<file path="src/rtl/sha3_pkg.sv">
// Shared definitions for the SHA3-256 message front end.
package sha3_pkg;

    localparam int WORD_W     = 64;
    localparam int BN_W       = 3;
    localparam int RATE_BYTES = 136;

    typedef enum logic [1:0] {
        FILL     = 2'd0,
        SEND     = 2'd1,
        SEND_PAD = 2'd2,
        WAIT     = 2'd3
    } packer_state_t;

    // Bit offset of byte slot idx in a big-endian 64-bit word (slot 0 -> [63:56]).
    function automatic logic [5:0] byte_lsb(input logic [2:0] idx);
        return {3'd7 - idx, 3'b000};
    endfunction

endpackage

</file>
<file path="src/rtl/sha3_msg_packer.sv">
// Packs a byte stream big-endian into 64-bit words for the keccak core and
// appends the empty terminating word when a message ends on a word boundary.
//
//   state    | meaning
//   ---------+-----------------------------------------------------------
//   FILL     | accepting bytes into the current word
//   SEND     | presenting the packed word until the core takes it
//   SEND_PAD | presenting the empty last word (message was a multiple of 8)
//   WAIT     | message complete, waiting for the digest (k_out_ready)
module sha3_msg_packer
    import sha3_pkg::*;
#(
    parameter int WORD_W = 64,
    parameter int BN_W   = 3
) (
    input  logic              clk,
    input  logic              reset_n,
    input  logic [7:0]        s_data,
    input  logic              s_valid,
    input  logic              s_last,
    output logic              s_ready,
    output logic [WORD_W-1:0] k_in,
    output logic              k_in_ready,
    output logic              k_is_last,
    output logic [BN_W-1:0]   k_byte_num,
    input  logic              k_buffer_full,
    input  logic              k_out_ready,
    output logic              busy
);

    packer_state_t     state;
    packer_state_t     state_nxt;
    logic [WORD_W-1:0] word;
    logic [2:0]        cnt;
    logic              pad_pend;
    logic              last_r;
    logic [BN_W-1:0]   bn_r;
    logic              byte_xfer;
    logic              word_xfer;

    assign byte_xfer = s_valid && s_ready;
    assign word_xfer = k_in_ready && !k_buffer_full;

    // State register.
    always_ff @(posedge clk or negedge reset_n) begin
        if (!reset_n) begin
            state <= FILL;
        end else begin
            state <= state_nxt;
        end
    end

    // Next-state decode.
    always_comb begin
        state_nxt = state;
        unique case (state)
            FILL: begin
                if (byte_xfer && (s_last || cnt == 3'd7)) begin
                    state_nxt = SEND;
                end
            end
            SEND: begin
                if (word_xfer) begin
                    if (pad_pend) begin
                        state_nxt = SEND_PAD;
                    end else if (last_r) begin
                        state_nxt = WAIT;
                    end else begin
                        state_nxt = FILL;
                    end
                end
            end
            SEND_PAD: begin
                if (word_xfer) begin
                    state_nxt = WAIT;
                end
            end
            WAIT: begin
                if (k_out_ready) begin
                    state_nxt = FILL;
                end
            end
            default: state_nxt = FILL;
        endcase
    end

    // Outputs decoded from state and registered word/flags only; k_buffer_full never reaches s_ready.
    always_comb begin
        s_ready    = 1'b0;
        k_in       = '0;
        k_in_ready = 1'b0;
        k_is_last  = 1'b0;
        k_byte_num = '0;
        busy       = 1'b0;
        unique case (state)
            FILL: begin
                s_ready = 1'b1;
                busy    = (cnt != 3'd0);
            end
            SEND: begin
                k_in       = word;
                k_in_ready = 1'b1;
                k_is_last  = last_r;
                k_byte_num = bn_r;
                busy       = 1'b1;
            end
            SEND_PAD: begin
                k_in_ready = 1'b1;
                k_is_last  = 1'b1;
                busy       = 1'b1;
            end
            WAIT: begin
                busy = 1'b1;
            end
            default: begin
                busy = 1'b0;
            end
        endcase
    end

    // Byte packing, fill count and end-of-message bookkeeping.
    always_ff @(posedge clk or negedge reset_n) begin
        if (!reset_n) begin
            word     <= '0;
            cnt      <= '0;
            pad_pend <= 1'b0;
            last_r   <= 1'b0;
            bn_r     <= '0;
        end else begin
            if (byte_xfer) begin
                // First byte of a word clears the unfilled tail to zero.
                if (cnt == 3'd0) begin
                    word <= {s_data, {(WORD_W-8){1'b0}}};
                end else begin
                    word[byte_lsb(cnt) +: 8] <= s_data;
                end
                if (s_last) begin
                    cnt <= '0;
                    if (cnt == 3'd7) begin
                        // Full last word: the core still needs an empty is_last word.
                        pad_pend <= 1'b1;
                        last_r   <= 1'b0;
                        bn_r     <= '0;
                    end else begin
                        pad_pend <= 1'b0;
                        last_r   <= 1'b1;
                        bn_r     <= BN_W'(cnt) + BN_W'(1);
                    end
                end else begin
                    cnt <= cnt + 3'd1;
                    if (cnt == 3'd7) begin
                        last_r <= 1'b0;
                        bn_r   <= '0;
                    end
                end
            end
            if (state == SEND && word_xfer) begin
                pad_pend <= 1'b0;
            end
        end
    end

    // Interface invariants toward the core.
    a_last_gated: assert property (@(posedge clk) disable iff (!reset_n)
        !k_in_ready |-> (!k_is_last && k_byte_num == '0));

    a_hold_on_full: assert property (@(posedge clk) disable iff (!reset_n)
        (k_in_ready && k_buffer_full) |=>
            (k_in_ready && $stable(k_in) && $stable(k_is_last) && $stable(k_byte_num)));

    a_no_byte_while_sending: assert property (@(posedge clk) disable iff (!reset_n)
        k_in_ready |-> !s_ready);

endmodule
</file>
<file path="config.mk">
export PLATFORM = sky130hd
export DESIGN_NAME = sha3_msg_packer
export DESIGN_NICKNAME = d
export VERILOG_FILES = /design/src/rtl/sha3_pkg.sv /design/src/rtl/sha3_msg_packer.sv
export SDC_FILE = /design/constraint.sdc
export NUM_CORES = 1
export LEC_CHECK = 0
export BUFFER_PORTS_ARGS = -buffer_cell sky130_fd_sc_hd__clkbuf_2
export CAP_MARGIN = 10
export CORE_MARGIN = 1
export CORE_UTILIZATION = 50
export DETAILED_ROUTE_END_ITERATION = 12
export MAX_ROUTING_LAYER = met4
export PLACE_DENSITY = 0.87
export SYNTH_ARGS = -nofsm -noshare
export SYNTH_HDL_FRONTEND = slang
export SYNTH_SLANG_ARGS = --single-unit
</file>
<file path="constraint.sdc">
create_clock -name clk -period 2.1 [get_ports clk]
set_input_delay 0.63 -clock clk [delete_from_list [all_inputs] [get_ports clk]]
set_output_delay 0.63 -clock clk [all_outputs]
set_load 0.02 [all_outputs]
</file>
==> impl_summary.md, run 1 <==
Run status
The run finished, with violations left. The final reports fail on setup timing.

Global routing
The via count of the first global-routing pass is 3150. The global-route usage over all layers is 29.6%. The remaining global-route overflow is 0. The number of antenna violations at the first check in global routing is 0. The maximum number of pins on one net before global-route repair is 75. The first-pass GRT wire length is ~16000 um.

Critical path
The maximum cell stage delay along the critical path is 410 ps. Of all nets on the critical path, the largest fanout is 18. Traced cell by cell, the critical path runs through inv_2, ha_4, buf_12, buf_16, and2_1, clkbuf_8. The critical path in this run is classified as flip-flop to output pin. The worst setup path is captured at an output pin. The master of the slowest instance on the critical path is dfrtp_1.

The endpoint required time on the critical path is ~1500 ps. The kind of start point of the critical path is a flip-flop. STA puts the critical path data arrival time at 1620 ps.

Clock tree
The buffer depth of the longest clock path is 2. The later pin in the worst-skew pair is clocked with a latency of 360 ps. TritonCTS built the clock tree. The cell sitting at the root of the clock tree is a clkbuf_8.

The clock edge transition at the registers on the reported setup and hold paths is 90 ps. After clock tree synthesis, the flow added hold-fix buffers numbering 0. CTS built an H-tree with a depth of 3.

The number of clock buffers inserted by TritonCTS is 9. CTS saw 74 sinks.

Synth
The average instance in the mapped netlist occupies approximately 10 um^2. After Yosys synthesis, full adders, half adders and majority gates account for 3.13% of the synthesized area. Yosys printed 0 warnings. The synthesized netlist devotes 0% of its cell area to XOR and XNOR gates. Synthesis produced a netlist whose cell count is 348.

Synthesis instantiated 42 different standard cells from the library. The post-synthesis sequential element count is 74. By area, the combinational part of the netlist is dominated by simple AND/OR/NAND/NOR gates. For this run, the leading register cell type out of synthesis is dfrtp_1. The number of flops mapped to enable cells by yosys is 0. The synthesized netlist devotes 16.3% of its cell area to compound gates. The fraction of the mapped netlist area in simple logic gates is between 20% and 30%. The share of async-settable or async-resettable flops after synthesis is 100%. Of the post-synthesis cell area, the part taken by muxes is about 3.1%. Summing the sequential cell areas from Yosys gives 51.5% of the chip area.

The post-synthesis instance area is 0.00359 mm^2. The number of nets handed over by synthesis was 371.

Timing
Setup total negative slack on the finished layout was measured at -7840 ps. For this run, the top clock speed supported by timing is ~440 MHz. The worst relative slew slack is 66.5%. The final count of hold timing violations is 0. For the final database, setup skew stands at 18.8 ps. The final number of max-transition violations is 0. The slack of the critical path is -155 ps. Setup repair after global routing could not meet its margin everywhere. The total setup violations reported at the end of the flow is 70.

The minimum clock period is around 2300 ps. Of the available clock period, the critical path in the final layout requires 107%. The worst hold margin is 288 ps. At the pin with the least slew margin, the transition time is 499 ps.

Floorplan
The number of cell rows is 30. The die area is between 0.007 and 0.008 mm^2. Pin placement for this block handled 85 I/O pins. The initial core utilization is 52.3%.

The vertical die dimension is 86.8 um. After floorplanning, the core was sized to cover 0.00687 mm^2. The die is 86.8 um wide.

Finish
The post-layout utilization of the core is 79.9%. The filler cells instantiated in the layout total between 300 and 400. After the last flow step, the layout net total stands at 473.

Of the cells placed in the final design, the portion with a size suffix greater than 1 is between 40% and 50%. The top cell types in the final layout, fill and taps aside, are dfrtp_1 (73), nand2_1 (50), and2_4 (43). The antenna diode count is 0.

The area overhead of the layout relative to synthesis is 52.8%. The most frequent standard cell in the layout excluding fill and tap cells is dfrtp_1.

Drt
For this block, the initial DRC count from the detailed router was 387. The average via count per standard cell is 6.10. For this run, the detailed router's first-pass iteration total came to 5. The total DRC errors in the routed layout is 0. The post-detailed-routing wire length is 12000 um.

The final routed wire length divided by cell count is 21.8 um. The detail route stage leaves a number of antenna-violating nets equal to 0. The final route contains 3362 vias.

Hold path
The worst hold path class is primary input to asynchronous set/reset pin.

Placement
The count of buffers added on input and output ports is 84. Routability-driven placement finished with a final weighted congestion of 0.844. Timing analysis after detailed placement gives a worst setup slack of 12.5 ps. Once detailed placement completed, the half-perimeter wirelength came to 5840 um.

Power
Overall power consumption after layout is estimated at about 7.3 mW. The power per cell area is 1340 mW/mm^2. The analysis attributes to cell leakage a power of 2.53 nW.

The largest vdd supply drop is 1.01 mV.

Run
The tool flagged a number of max-cap violations equal to 0.
[stage by stage]
step	area (um^2)	std cells
3_5_place_dp	4180	522
4_1_cts	5060	542
6_report	5490	551
5_1_grt	5490	551
3_3_place_gp	4180	522
2_1_floorplan	3590	348
[Yosys cell counts (2+ instances only)]
cell type	instances	area, um^2
ha_1	9	113
o21ai_1	4	20.0
nand2_1	51	191
and2_1	68	425
nand2b_1	3	18.8
o2bb2ai_1	16	140
nor2_1	3	11.3
nor4_1	2	12.5
a22o_1	16	140
nand3_1	2	10.0
nor2b_1	4	25.0
clkbuf_1	12	45.0
a21oi_1	5	25.0
buf_2	5	25.0
dfrtp_1	74	1850
a2bb2oi_1	2	17.5
o21ai_0	30	150
inv_1	9	33.8
mux2_2	9	101
buf_4	2	15.0
[worst paths after layout]
| kind | startpoint | endpoint | slack [ps] | depth (start not counted) |
|---|---|---|---|---|
| max reg2reg | cnt[0] | word[44] | -10 | 5 |
| min | reset_n | word[18] | 290 | 2 |
| min in group clk | word[13] | word[13] | 500 | 2 |
| max in group asynchronous | reset_n | state[0] | 1490 | 2 |
| min reg2reg | word[13] | word[13] | 500 | 2 |
| max | flip-flop | k_in[43] | -150 | 6 |
[sequential cells by signal (all words and copies together) (netlist names), named ones only]
signal and cells:
state 1, cnt 3, last_r 1, pad_pend 1, word 64, bn_r 3
[logic make-up after synthesis]
| kind of cell | after synthesis |
|---|---|
| adders and majority gates | 9 |
| and+or+nand+nor | 144 |
| buffers and inverters | 29 |
| AOI/OAI and AO/OA | 82 |
| muxes | 10 |
| DFF | 74 |
[critical path: cells and delay by family (launching register included)]
family                     cells  cell delay (ps)
and+or+nand+nor                1              150
DFF                            1              410
adders and majority gates      1              150
buffers and inverters          4              560
[cell type report]
type / count / area (um^2) / share of cell area, %
clock buffers: 10 / 128 / 2.32
clock inverters: 6 / 66.3 / 1.21
inverters: 9 / 33.8 / 0.615
multi-input cells: 245 / 1860 / 34.0
flip-flops and latches: 74 / 1850 / 33.8
well taps: 96 / 120 / 2.19
repair buffers: 111 / 1430 / 26.0
[layer usage]
layer	vias to the layer above	routed length (um)	track usage (%)
met5	-	0	-
met4	0	609	13.2
met3	58	1060	6.86
met2	238	5930	48.2
met1	1656	4420	35.1
li1	1410	-	-
[power by group]
group	internal, mW	leakage (nW)	switching [mW]
registers	1.78	0.992	0.288
logic	1.98	1.45	2.18
clock network	0.551	0.0889	0.562
[timing repair]
action / in CTS / in global routing
endpoints found under the setup margin: 75 / 130
cloned: 2 / 6
gates resized for setup: 143 / 109
setup buffers: 2 / 3
pin swaps: 0 / 3
No activity file was read; power rests on OpenSTA's default activity.
==> inputs of run 2 (changes only) <==
CORE_UTILIZATION = 54   (was 50)
PLACE_DENSITY = 0.92   (was 0.87)
==> run 2 against run 1 <==
  * The flow still finishes with violations (setup timing)
  * First-iteration DRC count shrank 17%
  * Design area shrank 3.6%
  * Register-to-register slack is essentially flat
  * Hold slack lost 22 ps
  * Largest power group unchanged
  * Highest routed layer unchanged
==> impl_summary.md, run 2 (synthesis results as in run 1) <==
Run status
The run finished, with violations left. The checks that failed: setup timing.

Drt
The via total after detailed routing is 3405 (+1.3%). The total DRC errors in the routed layout is 0 (unchanged). The first-iteration detailed-routing DRC count is 320 (-17%). The final routed wire length divided by cell count was 23.1 um (+5.8%). The remaining number of nets flagged by the antenna check after routing is 0 (unchanged).

The first-pass detailed-route iteration total came to 6 (+1). The average via count per standard cell is 6.41 (+5.1%). The post-detailed-routing wire length is 12300 um (+2.0%).

Global routing
The number of antenna violations at the first check in global routing came to 0 (unchanged). The first-pass GRT wire length was 15400 um (-4.3%). The via count of the first global-routing pass came to 2987 (-5.2%). The remaining global-route overflow is 0 (unchanged).

The maximum number of pins on one net before global-route repair is 75 (unchanged). The global-route usage over all layers is 29.6% (about the same).

Critical path
The worst reg-to-reg setup slack is 0 ps (about the same). The sort of element at the end of the critical path is an output pin. The endpoint required time on the critical path is 1470 ps (about the same). The startpoint of the lowest-slack register-to-register path is cnt[0]. The largest fanout of any net on the critical path was 18 (unchanged). The endpoint of the worst register-to-register path is word[44]. The critical path in this run is classified as flip-flop to output pin. The worst-case reg-to-reg path depth is 5 (unchanged). STA classifies the critical path startpoint as a flip-flop. The arrival time of the worst setup path came to 1630 ps (about the same).

Floorplan
The boundary pin count is 85 (unchanged). The area of the core region is 0.00639 mm^2 (-7.0%). The width of the die is 83.6 um (-3.7%).

The vertical die dimension is 83.6 um (-3.7%). The initial core utilization is 56.2% (+4.0 points). The number of cell rows came to 29 (-3.3%).

The die area came to 0.00698 mm^2 (-7.2%).

Hold path
The worst hold path class is primary input to asynchronous set/reset pin.

Placement
The number of cells in the design after placement is 501 (-4.0%). The estimated wirelength of the detail-placed design is 5880 um (+0.73%). The final weighted congestion in routability-driven placement is 0.828 (-2.0%). The post-place instance area is 0.00414 mm^2 (-0.93%). The worst-case setup slack after placement is 13.3 ps (+0.809 ps). The count of input and output buffers is 84 (unchanged).

Finish
The flip-flop count of the largest register after layout is 64 (unchanged). word holds more flip-flops than any other register. Relative to the synthesized area, the layout overhead comes to 47.4%.

The share of final-layout standard cells stronger than drive strength 1 came to 45.2% (+0.099 points). The top cell types in the final layout, fill and taps aside, are dfrtp_1 (73), nand2_1 (49), and2_4 (38). The layout net count is 473 (unchanged). The largest registers in the layout are word (64), bn_r (3), cnt (3). The number of non-filler instances in the completed layout came to 531 (-3.6%). The most frequent standard cell in the layout excluding fill and tap cells is dfrtp_1.

The post-route cell area is 0.00530 mm^2 (-3.6%). The antenna diode count is 0 (unchanged).

Timing
The pin slew with the least headroom to its limit is 519 ps (+20.8 ps). The slack of the critical path was -161 ps (-6.12 ps). The minimum clock period is 2260 ps (+6.12 ps).

The timing-limited maximum frequency came to 442 MHz (-0.27%). The worst setup skew after layout was 19.7 ps (+0.881 ps). Setup repair after global routing could not meet its margin everywhere. The total setup violations reported at the end of the flow is 70 (unchanged). The worst hold margin is 266 ps (-22.5 ps).

The total negative slack is -6710 ps (+1130 ps). The final period utilization is 108% (+0.29 points). The final count of hold timing violations is 0 (unchanged). The final number of max-transition violations was 0 (unchanged). The worst relative slew slack is 65.1% (-1.4 points).

Power
The total leakage power is 2.50 nW (-1.1%). The power per cell area is 1390 mW/mm^2 (+4.2%). The largest vdd supply drop is 1.18 mV (+17%).

Clock tree
The clock edge transition at the registers on the reported setup and hold paths came to 90 ps (about the same). The buffer type at the clock tree root is clkbuf_8. TritonCTS built the clock tree. The buffer depth of the longest clock path is 2 (unchanged). The clock latency at the later pin of the worst-skew pair was 370 ps (about the same).

The CTS sink count came to 74 (unchanged). The number of clock buffers inserted by TritonCTS is 9 (unchanged). The maximum level of the CTS H-tree is 3 (unchanged).

Run
The max-capacitance violation count came to 0 (unchanged).
-- run 2: per-stage QoR --
| stage | utilization (%) | power (mW) |
|---|---|---|
| global placement | 64.8 | 4.36 |
| detailed placement | 64.8 | 4.48 |
| finish | 82.9 | 7.38 |
| CTS | 74.7 | 6.36 |
| floorplan | - | 3.70 |
| global route | 82.9 | 7.64 |
-- run 2: routing by layer --
metal	wire length (um)	track usage, %
met2	6180	46.4
met5	0	-
met4	505	12.9
met3	981	4.25
met1	4580	38.6
-- run 2: cell type report --
cell class / instances / area, um^2
clock buffer: 11 / 151
clock inverter: 4 / 73.8
fill: 326 / 1090
inverter: 9 / 33.8
multi-input combinational: 245 / 1840
sequential: 74 / 1850
tap: 77 / 96.3
timing repair buffer: 111 / 1250
-- run 2: worst max-delay path: stages, from the launching register on --
cell and delay, ps:
dfrtp_1 410, inv_2 90, ha_4 160, bufbuf_16 300
and2_1 170, clkbuf_8 160
-- run 2: worst max-delay path by stage --
stage,end,slack (ps),cells after the start
global route,k_in[54],-200,5
floorplan,k_is_last,60,6
global placement,word[4],90,6
detailed placement,word[51],10,6
CTS,k_in[50],-90,5
finish,k_in[54],-160,5
-- run 2: repair_timing --
item / CTS / global route
setup buffers: 6 / 2
endpoints found under the hold margin: 0 / 0
cloned: 3 / 4
resized for setup: 71 / 177
hold buffers: 0 / 0
pin swaps: 0 / 2
endpoints found under the setup margin: 69 / 119
-- run 2: where the power goes --
| group | leakage, nW | internal [mW] | switching [mW] |
|---|---|---|---|
| combinational | 1.39 | 1.90 | 2.12 |
| clock | 0.116 | 0.731 | 0.571 |
| sequential | 0.992 | 1.78 | 0.278 |
| total | 2.50 | 4.41 | 2.97 |
==> inputs of run 3 (changes only) <==
CORE_UTILIZATION = 48   (was 54)
PLACE_DENSITY = 0.87   (was 0.92)
RECOVER_POWER = 25   (was not set)
REMOVE_ABC_BUFFERS = 1   (was not set)
clock period = 2.04 ns   (was 2.1 ns; I/O delays follow)
==> run 3 against run 2 <==
  * The run still ends with setup timing left
  * Sequential share of layout area decreased by 1.9 points
  * Sequential power increased by 3%
  * Flip-flop and latch count unchanged
  * Critical path type unchanged
  * Hold slack improved by 210 ps
  * Register-to-register slack got worse by 50 ps
  * Critical path depth increased by 1
  * Global-route usage decreased by 0.29 points
==> impl_summary.md, run 3 (synthesis results as in run 1) <==
Run status
The run finished, with violations left. The checks that failed: setup timing.

Finish
The layout net count was 483 (+2.1%). The flip-flop count of the largest register after layout came to 64 (unchanged). The post-route cell area is 0.00560 mm^2 (+5.7%). The top cell types in the final layout, fill and taps aside, are dfrtp_1 (73), and2_4 (48), nand2_1 (48). The area overhead of the layout relative to synthesis is 55.8%. The antenna diode count is 0 (unchanged).

The library cell used most frequently in the layout, excluding fill and tap cells, is dfrtp_1. The largest registers in the layout are word (64), bn_r (3), cnt (3). The share of final-layout standard cells stronger than drive strength 1 was 48.5% (+3.3 points).

The largest register by flop count is word.

Critical path
The endpoint required time on the critical path is 1430 ps (-40 ps). The critical path in this run is classified as flip-flop to output pin. The arrival time of the worst setup path was 1620 ps (about the same). The sum of buffers and inverters on the critical path is 4 (+1).

The kind of start point of the critical path is a flip-flop. Walking the worst path, the cells encountered are inv_2, ha_4, buf_12, buf_6, and2_1, clkbuf_8. The master of the slowest instance on the critical path is dfrtp_1. The worst setup path is captured at an output pin. The cell class contributing the biggest share of worst-path delay is buffers and inverters.

The maximum cell stage delay along the critical path is 390 ps (-20 ps). The largest fanout of any net on the critical path is 9 (-9).

Global routing
The maximum number of pins on one net before global-route repair is 75 (unchanged). The number of antenna violations at the first check in global routing is 0 (unchanged). The remaining global-route overflow is 0 (unchanged). The global-route usage over all layers is 29.3% (-0.29 points).

The via count of the first global-routing pass is 3300 (+10%). The first-pass GRT wire length is 16400 um (+6.7%).

Drt
The remaining number of nets flagged by the antenna check after routing came to 0 (unchanged). The first-pass detailed-route iteration total is 5 (-1). The average via count per standard cell is 6.01 (-6.3%). The via total after detailed routing is 3384 (-0.62%).

The total DRC errors in the routed layout is 0 (unchanged). The post-detailed-routing wire length was 12600 um (+3.2%). The final routed wire length divided by cell count is 22.4 um (-2.7%). The first-iteration detailed-routing DRC count came to 279 (-13%).

Placement
The worst-case setup slack after placement was -136 ps (-150 ps). The final weighted congestion in routability-driven placement was 0.875 (+5.7%). The estimated wirelength of the detail-placed design is 6260 um (+6.4%). The count of input and output buffers is 84 (unchanged).

The post-place instance area is 0.00421 mm^2 (+1.8%).

Power
The clock network fraction of total power is 15.3% (-2.3 points). The total leakage power is 2.60 nW (+4.0%). The switching power summed over all nets came to 3.18 mW (+7.0%). The relative contribution of combinational cells to total power is 57.6% (+3.2 points). The largest vdd supply drop came to 1.11 mV (-5.6%). The share of power burned in registers is 27.1% (-0.8 points). The power per cell area came to 1400 mW/mm^2 (+0.46%). The switching fraction of total power came to 40.5% (+0.29 points). The design internal power is 4.66 mW (+5.7%).

Hold path
The worst hold path class is flip-flop to flip-flop.

Timing
Counting I/O delays and the setup requirement, the final critical path takes 2230 ps. The worst setup skew after layout is 14.7 ps (-5.05 ps). The worst relative slew slack is 32.8% (-32 points). The total setup violations reported at the end of the flow was 72 (+2.9%).

The pin slew with the least headroom to its limit is 1010 ps (+488 ps). The final number of max-transition violations is 0 (unchanged). The slack of the critical path came to -187 ps (-26.5 ps). Based on the critical path, the design can be clocked at up to around 450 MHz.

The final count of hold timing violations is 0 (unchanged). The final period utilization is 109%. Setup repair after global routing could not meet its margin everywhere.

Floorplan
The width of the die is 88.5 um (+5.9%). The die area was 0.00783 mm^2 (+12%). The initial core utilization is 49.5% (-6.7 points).

The vertical die dimension was 88.5 um (+5.9%). The number of cell rows is 31 (+6.9%). The boundary pin count came to 85 (unchanged). The area of the core region is 0.00725 mm^2 (+14%).

Run
The max-capacitance violation count is 0 (unchanged).

Clock tree
The buffer depth of the longest clock path is 2 (unchanged). The number of clock buffers inserted by TritonCTS is 9 (unchanged). The buffer type at the clock tree root is clkbuf_8. The quantity of hold-fixing buffers added after cts is 0 (unchanged).

The clock edge transition at the registers on the reported setup and hold paths was 90 ps (about the same). The TritonCTS clock tree is yes. The CTS sink count is 74 (unchanged).

The clock latency at the later pin of the worst-skew pair was 370 ps (about the same). The maximum level of the CTS H-tree is 3 (unchanged).
==> run 3: changes by cell type in the layout (fill, tap and decap cells not counted), moves of 6 or more <==
cell	delta
o21ai_0	-6
and2_1	-10
o21ai_1	+6
and2_4	+10
buf_6	-27
clkbuf_8	+6
buf_8	+31
==> run 3: per-layer routing <==
| layer | routed length (um) | share of wire (%) | GRT usage (%) | vias up |
|---|---|---|---|---|
| li1 | - | - | - | 1415 |
| met1 | 4560 | 36 | 34.1 | 1669 |
| met2 | 6390 | 51 | 48.4 | 235 |
| met3 | 1040 | 8.2 | 5.04 | 65 |
| met4 | 655 | 5.2 | 15.7 | 0 |
| met5 | 0 | 0 | - | - |
==> run 3: power groups by stage <==
stage          Sequential, mW  Combinational (mW)  Clock [mW]
2_1_floorplan            2.03                1.66           0
3_3_place_gp             2.07                2.54           0
3_5_place_dp             2.09                2.65           0
4_1_cts                  2.07                3.36        1.18
5_1_grt                  2.15                4.73        1.27
6_report                 2.13                4.51        1.20
==> run 3: final timing paths <==
path                            startpoint       end  cells after the start  slack, ps
worst min register to register    word[10]  word[10]                      2        480
worst max register to register      cnt[0]  word[40]                      5        -50
min in group asynchronous          reset_n  word[50]                      2        520
worst max-delay path             flip-flop  k_in[45]                      6       -190
worst min-delay path              word[10]  word[10]                      2        480
max in group asynchronous          reset_n  state[0]                      2        790
==> run 3: cell type report <==
| cell class | count | area, um^2 |
|---|---|---|
| clock buffer | 11 | 151 |
| clock inverter | 4 | 51.3 |
| fill | 420 | 1660 |
| inverter | 9 | 36.3 |
| multi-input combinational | 245 | 1890 |
| sequential | 74 | 1850 |
| tap | 99 | 124 |
| timing repair buffer | 121 | 1500 |
==> run 3: what timing repair did <==
| action | 4_1_cts | 5_1_grt |
|---|---|---|
| setup buffers | 8 | 3 |
| resized for setup | 140 | 129 |
| pin swaps | 1 | 4 |
| setup endpoints to repair | 94 | 124 |
| cloned | 1 | 8 |
==> run 3: worst reg2reg max path, stage by stage, from the launching register on <==
cell and delay [ps]:
dfrtp_1 440, ha_2 240, ha_1 220, nand2b_2 250
or4_4 510, o21ai_0 330
==> run 3: per-stage QoR <==
stage | power [mW] | utilization [%] | TNS [ps] | instances | hold slack (ps)
finish | 7.84 | 77.2 | -9550 | 563 | 480
global route | 8.14 | 77.2 | -13800 | 563 | 524
CTS | 6.61 | 70.8 | -5620 | 552 | 287
detailed placement | 4.74 | 58.1 | -1420 | 528 | 463
global placement | 4.61 | 58.1 | 0 | 528 | 459
floorplan | 3.69 | - | -20580 | 328 | 316
